File: config.mk
export PLATFORM = sky130hd
export DESIGN_NAME = fifo_1r1w_large_status_flat
export DESIGN_NICKNAME = d
export VERILOG_FILES = /design/src/rtl/fifo_status_pkg.sv /design/src/rtl/fifo_1r1w_large_status_if.sv /design/src/rtl/fifo_1r1w_status_mem.sv /design/src/rtl/fifo_1r1w_large_status.sv /design/src/flat_wrapper.sv
export SDC_FILE = /design/constraint.sdc
export NUM_CORES = 1
export LEC_CHECK = 0
export CORE_ASPECT_RATIO = 0.75
export CORE_MARGIN = 8
export CORE_UTILIZATION = 45
export DETAILED_ROUTE_END_ITERATION = 12
export GPL_TIMING_DRIVEN = 0
export PLACE_DENSITY = 0.62
export SETUP_SLACK_MARGIN = 0.5
export SYNTH_ARGS = -nofsm -noshare
export SYNTH_HDL_FRONTEND = slang
export SYNTH_SLANG_ARGS = --single-unit
File: constraint.sdc
create_clock -name clk_i -period 2.7 [get_ports clk_i]
set_input_delay 0.675 -clock clk_i [delete_from_list [all_inputs] [get_ports clk_i]]
set_output_delay 0.675 -clock clk_i [all_outputs]
set_load 0.05 [all_outputs]
File: src/rtl/fifo_status_pkg.sv
// fifo_status_pkg: width helpers and pointer wrap shared by the status FIFO family
package fifo_status_pkg;
  function automatic int ptr_w(int els);
    return $clog2(els) > 1 ? $clog2(els) : 1;
  endfunction
  function automatic int cnt_w(int els);
    return $clog2(els + 1);
  endfunction
  // Explicit wrap compare so non-power-of-two depths work.
  function automatic int unsigned ptr_incr(int unsigned p, int unsigned els);
    return p == els - 1 ? 0 : p + 1;
  endfunction
endpackage

File: src/rtl/fifo_1r1w_large_status_if.sv
// fifo_1r1w_large_status_if: producer/consumer/flush/status bundle; master drives v_i/data_i/yumi_i/flush_i, slave (FIFO) drives the rest
interface fifo_1r1w_large_status_if #(parameter int width_p = 8, parameter int els_p = 16);
  logic flush_i, v_i, ready_o, v_o, yumi_i, almost_full_o, almost_empty_o;
  logic [width_p-1:0] data_i, data_o;
  logic [fifo_status_pkg::cnt_w(els_p)-1:0] count_o;
  modport master(output flush_i, v_i, data_i, yumi_i,
                 input ready_o, v_o, data_o, count_o, almost_full_o, almost_empty_o);
  modport slave(input flush_i, v_i, data_i, yumi_i,
                output ready_o, v_o, data_o, count_o, almost_full_o, almost_empty_o);
endinterface

File: src/rtl/fifo_1r1w_status_mem.sv
// fifo_1r1w_status_mem: els_p x width_p register file, one sync write port (w_*), one async read port (r_*)
module fifo_1r1w_status_mem import fifo_status_pkg::*; #(
  parameter int width_p = 8,
  parameter int els_p = 16
) (
  input  logic                        clk_i,
  input  logic                        w_v_i,
  input  logic [ptr_w(els_p)-1:0]     w_addr_i,
  input  logic [width_p-1:0]          w_data_i,
  input  logic [ptr_w(els_p)-1:0]     r_addr_i,
  output logic [width_p-1:0]          r_data_o
);
  logic [width_p-1:0] mem [els_p];
  always_ff @(posedge clk_i)
    if (w_v_i) mem[w_addr_i] <= w_data_i;
  assign r_data_o = mem[r_addr_i];
endmodule

File: src/rtl/fifo_1r1w_large_status.sv
// fifo_1r1w_large_status: ready/valid-in, valid/yumi-out FIFO with count, almost flags, flush; ports clk_i, reset_n_i (sync active-low), f (slave bundle)
module fifo_1r1w_large_status import fifo_status_pkg::*; #(
  parameter int width_p = 8,
  parameter int els_p = 16,
  parameter int almost_full_p = 14,
  parameter int almost_empty_p = 2
) (
  input logic clk_i,
  input logic reset_n_i,
  fifo_1r1w_large_status_if.slave f
);
  localparam int pw = ptr_w(els_p);
  localparam int cw = cnt_w(els_p);
  localparam logic [cw-1:0] els_c = cw'(els_p);
  localparam logic [cw-1:0] af_c = cw'(almost_full_p);
  localparam logic [cw-1:0] ae_c = cw'(almost_empty_p);
  if (almost_full_p <= almost_empty_p) begin : g_bad_flags
    $error("almost_full_p must exceed almost_empty_p");
  end
  if (els_p < 2) begin : g_bad_els
    $error("els_p must be at least 2");
  end
  logic [pw-1:0] wptr, rptr;
  logic [cw-1:0] count;
  logic enq, deq;
  assign f.ready_o = reset_n_i & ~f.flush_i & (count != els_c);
  assign enq = f.v_i & f.ready_o;
  assign deq = f.yumi_i;
  // Outputs are forced to their reset values while reset is held, not just after the edge.
  assign f.v_o = reset_n_i & (count != '0);
  assign f.count_o = reset_n_i ? count : '0;
  assign f.almost_full_o = reset_n_i & (count >= af_c);
  assign f.almost_empty_o = ~reset_n_i | (count <= ae_c);
  always_ff @(posedge clk_i)
    if (!reset_n_i || f.flush_i) begin
      wptr <= '0;
      rptr <= '0;
      count <= '0;
    end else begin
      if (enq) wptr <= pw'(ptr_incr(32'(wptr), els_p));
      if (deq) rptr <= pw'(ptr_incr(32'(rptr), els_p));
      count <= count + cw'(enq) - cw'(deq);
    end
  fifo_1r1w_status_mem #(.width_p(width_p), .els_p(els_p)) mem (
    .clk_i(clk_i),
    .w_v_i(enq),
    .w_addr_i(wptr),
    .w_data_i(f.data_i),
    .r_addr_i(rptr),
    .r_data_o(f.data_o)
  );
  a_yumi_needs_v: assert property (@(posedge clk_i) disable iff (!reset_n_i) !(f.yumi_i && !f.v_o));
  a_no_x_ctrl: assert property (@(posedge clk_i) disable iff (!reset_n_i) !$isunknown({f.v_i, f.yumi_i}));
endmodule

File: src/flat_wrapper.sv
// flat-port wrapper written by rule: the top's interface ports become plain ports
module fifo_1r1w_large_status_flat import fifo_status_pkg::*;
#(
  parameter int width_p = 8,
  parameter int els_p = 16,
  parameter int almost_full_p = 14,
  parameter int almost_empty_p = 2
)
  (clk_i, reset_n_i, f_flush_i, f_v_i, f_data_i, f_yumi_i, f_ready_o, f_v_o, f_data_o, f_count_o, f_almost_full_o, f_almost_empty_o);
  fifo_1r1w_large_status_if #(.width_p(width_p), .els_p(els_p)) f_i ();
  input logic clk_i;
  input logic reset_n_i;
  input wire logic [$bits(f_i.flush_i)-1:0] f_flush_i;
  input wire logic [$bits(f_i.v_i)-1:0] f_v_i;
  input wire logic [$bits(f_i.data_i)-1:0] f_data_i;
  input wire logic [$bits(f_i.yumi_i)-1:0] f_yumi_i;
  output wire logic [$bits(f_i.ready_o)-1:0] f_ready_o;
  output wire logic [$bits(f_i.v_o)-1:0] f_v_o;
  output wire logic [$bits(f_i.data_o)-1:0] f_data_o;
  output wire logic [$bits(f_i.count_o)-1:0] f_count_o;
  output wire logic [$bits(f_i.almost_full_o)-1:0] f_almost_full_o;
  output wire logic [$bits(f_i.almost_empty_o)-1:0] f_almost_empty_o;
  assign f_i.flush_i = f_flush_i;
  assign f_i.v_i = f_v_i;
  assign f_i.data_i = f_data_i;
  assign f_i.yumi_i = f_yumi_i;
  assign f_ready_o = f_i.ready_o;
  assign f_v_o = f_i.v_o;
  assign f_data_o = f_i.data_o;
  assign f_count_o = f_i.count_o;
  assign f_almost_full_o = f_i.almost_full_o;
  assign f_almost_empty_o = f_i.almost_empty_o;
  fifo_1r1w_large_status #(.width_p(width_p), .els_p(els_p), .almost_full_p(almost_full_p), .almost_empty_p(almost_empty_p)) u_core (.clk_i(clk_i), .reset_n_i(reset_n_i), .f(f_i));
endmodule
## Word level (Yosys, flattened, before mapping)

Memory sizes are Yosys's and may differ from the RTL's. A register that Yosys moved wholly into a read port is not among the register bits.
Index checks and enable logic that the tools add are counted.

| word-level totals | value |
|---|---|
| register bits after elaboration | 13 |
| RAM bits | 128 |
| bits of input ports | 13 |
| output and inout port bits | 17 |
| word-level logic and storage cells | 31 |
| memories kept | 1 |

Memory list:

| name | words | width | read ports | clocked after memory_dff | write ports | line | source |
|---|---|---|---|---|---|---|---|
| u_core.mem.mem | 16 | 8 | 1 | 1 | 1 | fifo_1r1w_status_mem.sv:13 | `logic [width_p-1:0] mem [els_p];` |

| operators by class | value |
|---|---|
| $add $sub $neg | 4 |
| order comparisons | 2 |
| eq/ne operators | 3 |
| mux-type cells | 7 |
| bitwise logic cells | 8 |
| reductions and logical operators | 3 |

Operators by type and width:

| kind | count |
|---|---|
| 2-to-1 mux 4 bit | 4 |
| adder 4 x 1 -> 4 bit, second input constant | 2 |
| == test 4 bit, second input constant | 2 |
| adder 5 x 1 -> 5 bit | 1 |
| bitwise AND 1 bit | 5 |
| >= comparator 5 x 4 -> 1 bit, second input constant | 1 |
| <= comparator 5 x 2 -> 1 bit, second input constant | 1 |
| 2-to-1 mux 5 bit | 1 |
| inequality test 5 bit, second input constant | 1 |
| nonzero test 5 bit | 1 |
| subtractor 5 x 1 -> 5 bit | 1 |
| 2-to-1 mux 1 bit | 2 |
| inverter 1 bit | 2 |
| logical NOT 1 bit | 1 |
| logical OR 1 bit | 1 |
| bitwise OR 1 bit | 1 |

## Longest topological paths before layout

| logic depth | value |
|---|---|
| depth after elaboration | 6 |
| gate-level depth with buffers | 13 |
| mapped depth without buffers | 12 |

## By module

A second synthesis with hierarchy kept.

| second synthesis, totals | value |
|---|---|
| cells, all modules | 325 |
| area total of the unflattened synthesis | 5856.9 um2 |

Modules (own cells, without submodules):

| module | instances | cells an instance | area each (um2) | seq. area each (um2) |
|---|---|---|---|---|
| fifo_1r1w_status_mem | 1 | 221 | 4987.3 | 3843.7 |
| fifo_1r1w_large_status | 1 | 104 | 869.6 | 260.2 |

## Worst setup path after synthesis

No wires, ideal clock.

| timing | value |
|---|---|
| path type | input to register |
| start | input f_flush_i |
| end | register u_core.count[4] |
| setup time | 70 ps |
| arrival | 2577 ps |
| required time | 2630 ps |
| slack | 53 ps |
| stages | 11 |
| path buffers | 1 |
| path through | and2b_2 > and2_1 > buf_2 > nand2_2 > inv_1 > ha_1 > fa_1 > nand2b_1 > a21oi_1 > or3_1 > a21oi_1 |

| between the ends | value |
|---|---|
| longest elaborated chain between the ends | 6 |
| elaborated cells between the ends (all ways) | 7 |
| those cells by class | add/sub (2); bitwise (4); reduce/logical (1) |

Ends and longest elaborated chain:

| element | line | source |
|---|---|---|
| start: declaration | flat_wrapper.sv:13 | `input wire logic [$bits(f_i.flush_i)-1:0] f_flush_i;` |
| inverter 1 bit | fifo_1r1w_large_status.sv:26 | `assign f.ready_o = reset_n_i & ~f.flush_i & (count != els_c);` |
| bitwise AND 1 bit (2 in series) | fifo_1r1w_large_status.sv:26 |  |
| named net f_ready_o | flat_wrapper.sv:17 | `output wire logic [$bits(f_i.ready_o)-1:0] f_ready_o;` |
| bitwise AND 1 bit | fifo_1r1w_large_status.sv:27 | `assign enq = f.v_i & f.ready_o;` |
| named net u_core.enq | fifo_1r1w_large_status.sv:25 | `logic enq, deq;` |
| adder 5 x 1 -> 5 bit | fifo_1r1w_large_status.sv:42 | `count <= count + cw'(enq) - cw'(deq);` |
| subtractor 5 x 1 -> 5 bit | fifo_1r1w_large_status.sv:42 |  |
| end signal: assignment | fifo_1r1w_large_status.sv:42 |  |
| end: declaration | fifo_1r1w_large_status.sv:24 | `logic [cw-1:0] count;` |

The timed path passes the listed nets, and every way through them passes these cells.
A chain may end at the register's enable or synchronous reset.

==> results.ini <==
[clock_tree]
h-tree-depth = 4
cts_tree = built
cts_max_path_buffers = 2
cts.sinks = 145
root_buffer = clkbuf_16
worstSkewPairLatency_ps = 410
clk_pin_slew_ps = 60
cts_made_buffers = 17
ctsHoldBuffers = 0

[setup_path]
crit_path_start_kind = register
rr_worst_depth = 13
crit_arrival_ps = 2140
r2r_slack_ps = 420
r2r_end = u_core.count[4]$_SDFF_PP0_
crit_required_ps = 2030
cp-end-kind = output port
crit_type = reg2out
rr_startpoint = u_core.count[3]$_SDFF_PP0_
cp_max_fo = 7

[status]
violations = negative setup slack
status = finished, violations left

[sta]
fin_ws_ps = -111.7
setup_tns_ps = -343.9
worst_slew_pin_slew_ps = 963.8
setup_violations = 8
fin_crit_sh_pct = 104.1
hold_viol = 0
drv_slew = 0
max_freq_mhz = 355.7
fin_skew_ps = 7.878
rsz0062_at_grt = true
slew_headroom_pct = 35.51
period_minus_slack_ps = 2812

[place]
place_ws_ps = -824.4
port-buffer-count = 29
hpwl_um = 8340
gp_congestion = 0.7528
postPlaceCellArea_um2 = 6516

[finish]
antennaDiodeCount = 0
layout_common_cells = 128 x edfxtp_1, 24 x mux4_2, 20 x clkbuf_16, 15 x a22oi_2
design_area_um2 = 7565
final_net_count = 422
final_common_cell = edfxtp_1
area_growth_pct = 27.23
drive_gt1_share_pct = 39.90
final_util_pct = 58.52

[min_path]
min_from = u_core.rptr[3]$_SDFFE_PP0P_
whs_endpoint = u_core.rptr[3]$_SDFFE_PP0P_
worstHoldPathType = reg2reg
min_path_cells = 2

[detailed_routing]
first_iter_violations = 306
routedWlPerCell_um = 22.72
vias = 3185
final_antenna_net_count = 0
routed_via_density = 5.520
totalWireLength_um = 13110
remaining_drc_errors = 0
dr.pass1.iters = 5

[floorplanning]
initial_core_util_pct = 45.99
die_w_um = 148.7
dieArea_um2 = 17190
core_area_um2 = 12930
io-pin-count = 30
rows = 36
die_h_um = 115.5

[global_routing]
antenna_found_initial = 0
grt_pass1_vias = 3188
grt_pass1_wl_um = 19640
grt_usage_pct = 15.93
grt_max_degree = 17
overflow = 0

[logic_synthesis]
yosysWarnings = 0
yosysSeqAreaShare_pct = 70.37
synth_nets = 357
ys_types = 40
synth_seq_cells = 145
post_synth.cell_area_avg_um2 = 18.13
synthCells = 328
synthesis.area_um2 = 5946

[power]
power_mw = 5.113
vdd_drop_max_mv = 0.4584
p_leak_nw = 2.478
p_per_area_nw_per_um2 = 676.0

[run]
drv_cap = 0

==> power by group <==
part	internal [mW]	switching, mW
Clock	1.32	0.901
Sequential	2.46	0.0129
Combinational	0.191	0.237
Total	3.96	1.15
==> cells in the mapped netlist, drive strengths merged <==
| master | instances | area, um^2 |
|---|---|---|
| and2b | 2 | 16.27 |
| mux2 | 1 | 11.26 |
| xor2 | 2 | 17.52 |
| nand4bb | 1 | 11.26 |
| mux4 | 32 | 780.8 |
| dfxtp | 17 | 340.3 |
| and2 | 9 | 56.30 |
| xnor2 | 1 | 8.760 |
| or3 | 2 | 12.51 |
| ha | 15 | 187.7 |
| o21ai | 4 | 20.02 |
| nand2 | 18 | 70.07 |
| a21oi | 10 | 50.05 |
| a21boi | 1 | 7.510 |
| buf | 9 | 72.57 |
| a22oi | 16 | 120.1 |
| mux2i | 2 | 20.02 |
| nand4 | 1 | 6.260 |
| clkdlybuf4s25 | 3 | 30.03 |
| nor2b | 2 | 12.51 |
| fa | 1 | 20.02 |
| and3 | 1 | 6.260 |
| inv | 14 | 52.55 |
| a32o | 1 | 10.01 |
| edfxtp | 128 | 3844 |
| o31a | 1 | 8.760 |
| clkbuf | 2 | 7.510 |
| nand3 | 4 | 20.02 |
| nor3 | 4 | 20.02 |
| nor2 | 19 | 71.32 |
| a31oi | 1 | 6.260 |
| nand2b | 3 | 18.77 |
| a311oi | 1 | 8.760 |
==> worst max-delay path by stage <==
stage,from,end,slack (ps)
2_1_floorplan,f_flush_i,u_core.count[4]$_SDFF_PP0_,270
3_3_place_gp,reset_n_i,u_core.mem.mem[3][3]$_DFFE_PP_,-730
3_5_place_dp,reset_n_i,u_core.mem.mem[3][3]$_DFFE_PP_,-820
4_1_cts,register,f_data_o[4],-130
5_1_grt,register,f_data_o[7],-170
6_report,register,f_data_o[7],-110
==> cell families after synthesis <==
group,after synthesis,synth area share (%)
AOI/OAI and AO/OA,35,3.893
muxes,35,13.66
adders and majority gates,16,3.493
xor gates and xnor gates,3,0.4420
DFF,145,70.37
buffers and inverters,28,2.736
and+or+nand+nor,66,5.408
==> critical path, stage by stage, from the launching register on <==
cell     delay (ps)
dfxtp_2         340
buf_12          150
buf_12          140
mux4_2          550
a22oi_2         210
nand2_2         140
buf_8           180
==> repair_timing <==
action,in CTS,in global routing
gates resized for setup,156,43
setup buffers,9,6
setup endpoints to repair,149,107
pin swaps,10,14
gates cloned,1,1
==> sequential cells by signal, indices dropped and copies added, names as in the netlist, named ones only <==
| name | flops |
|---|---|
| u_core.rptr | 4 |
| u_core.wptr | 4 |
| u_core.mem.mem | 128 |
| u_core.count | 5 |
==> cell type report <==
class	instances	area (um^2)
buffer	14	163.9
clock buffer	22	496.7
clock inverter	10	72.57
fill	961	5363
inverter	14	57.56
multi-input combinational	155	1881
sequential	145	4192
tap	171	214.0
timing repair buffer	46	488.0
==> through the flow <==
step / hold WS, ps / cells
floorplan: 472.4 / 328
global placement: 493.7 / 528
detailed placement: 521.2 / 528
CTS: 529.8 / 570
global route: 558.0 / 577
finish: 522.9 / 577
==> routing by layer <==
metal  share of wire, %  GRT usage (%)
met5                  0              0
met4                1.1          5.231
met3                5.2          3.785
met2                 45          23.17
met1                 49          23.12
Note: power is estimated with default switching activity, not from simulation.
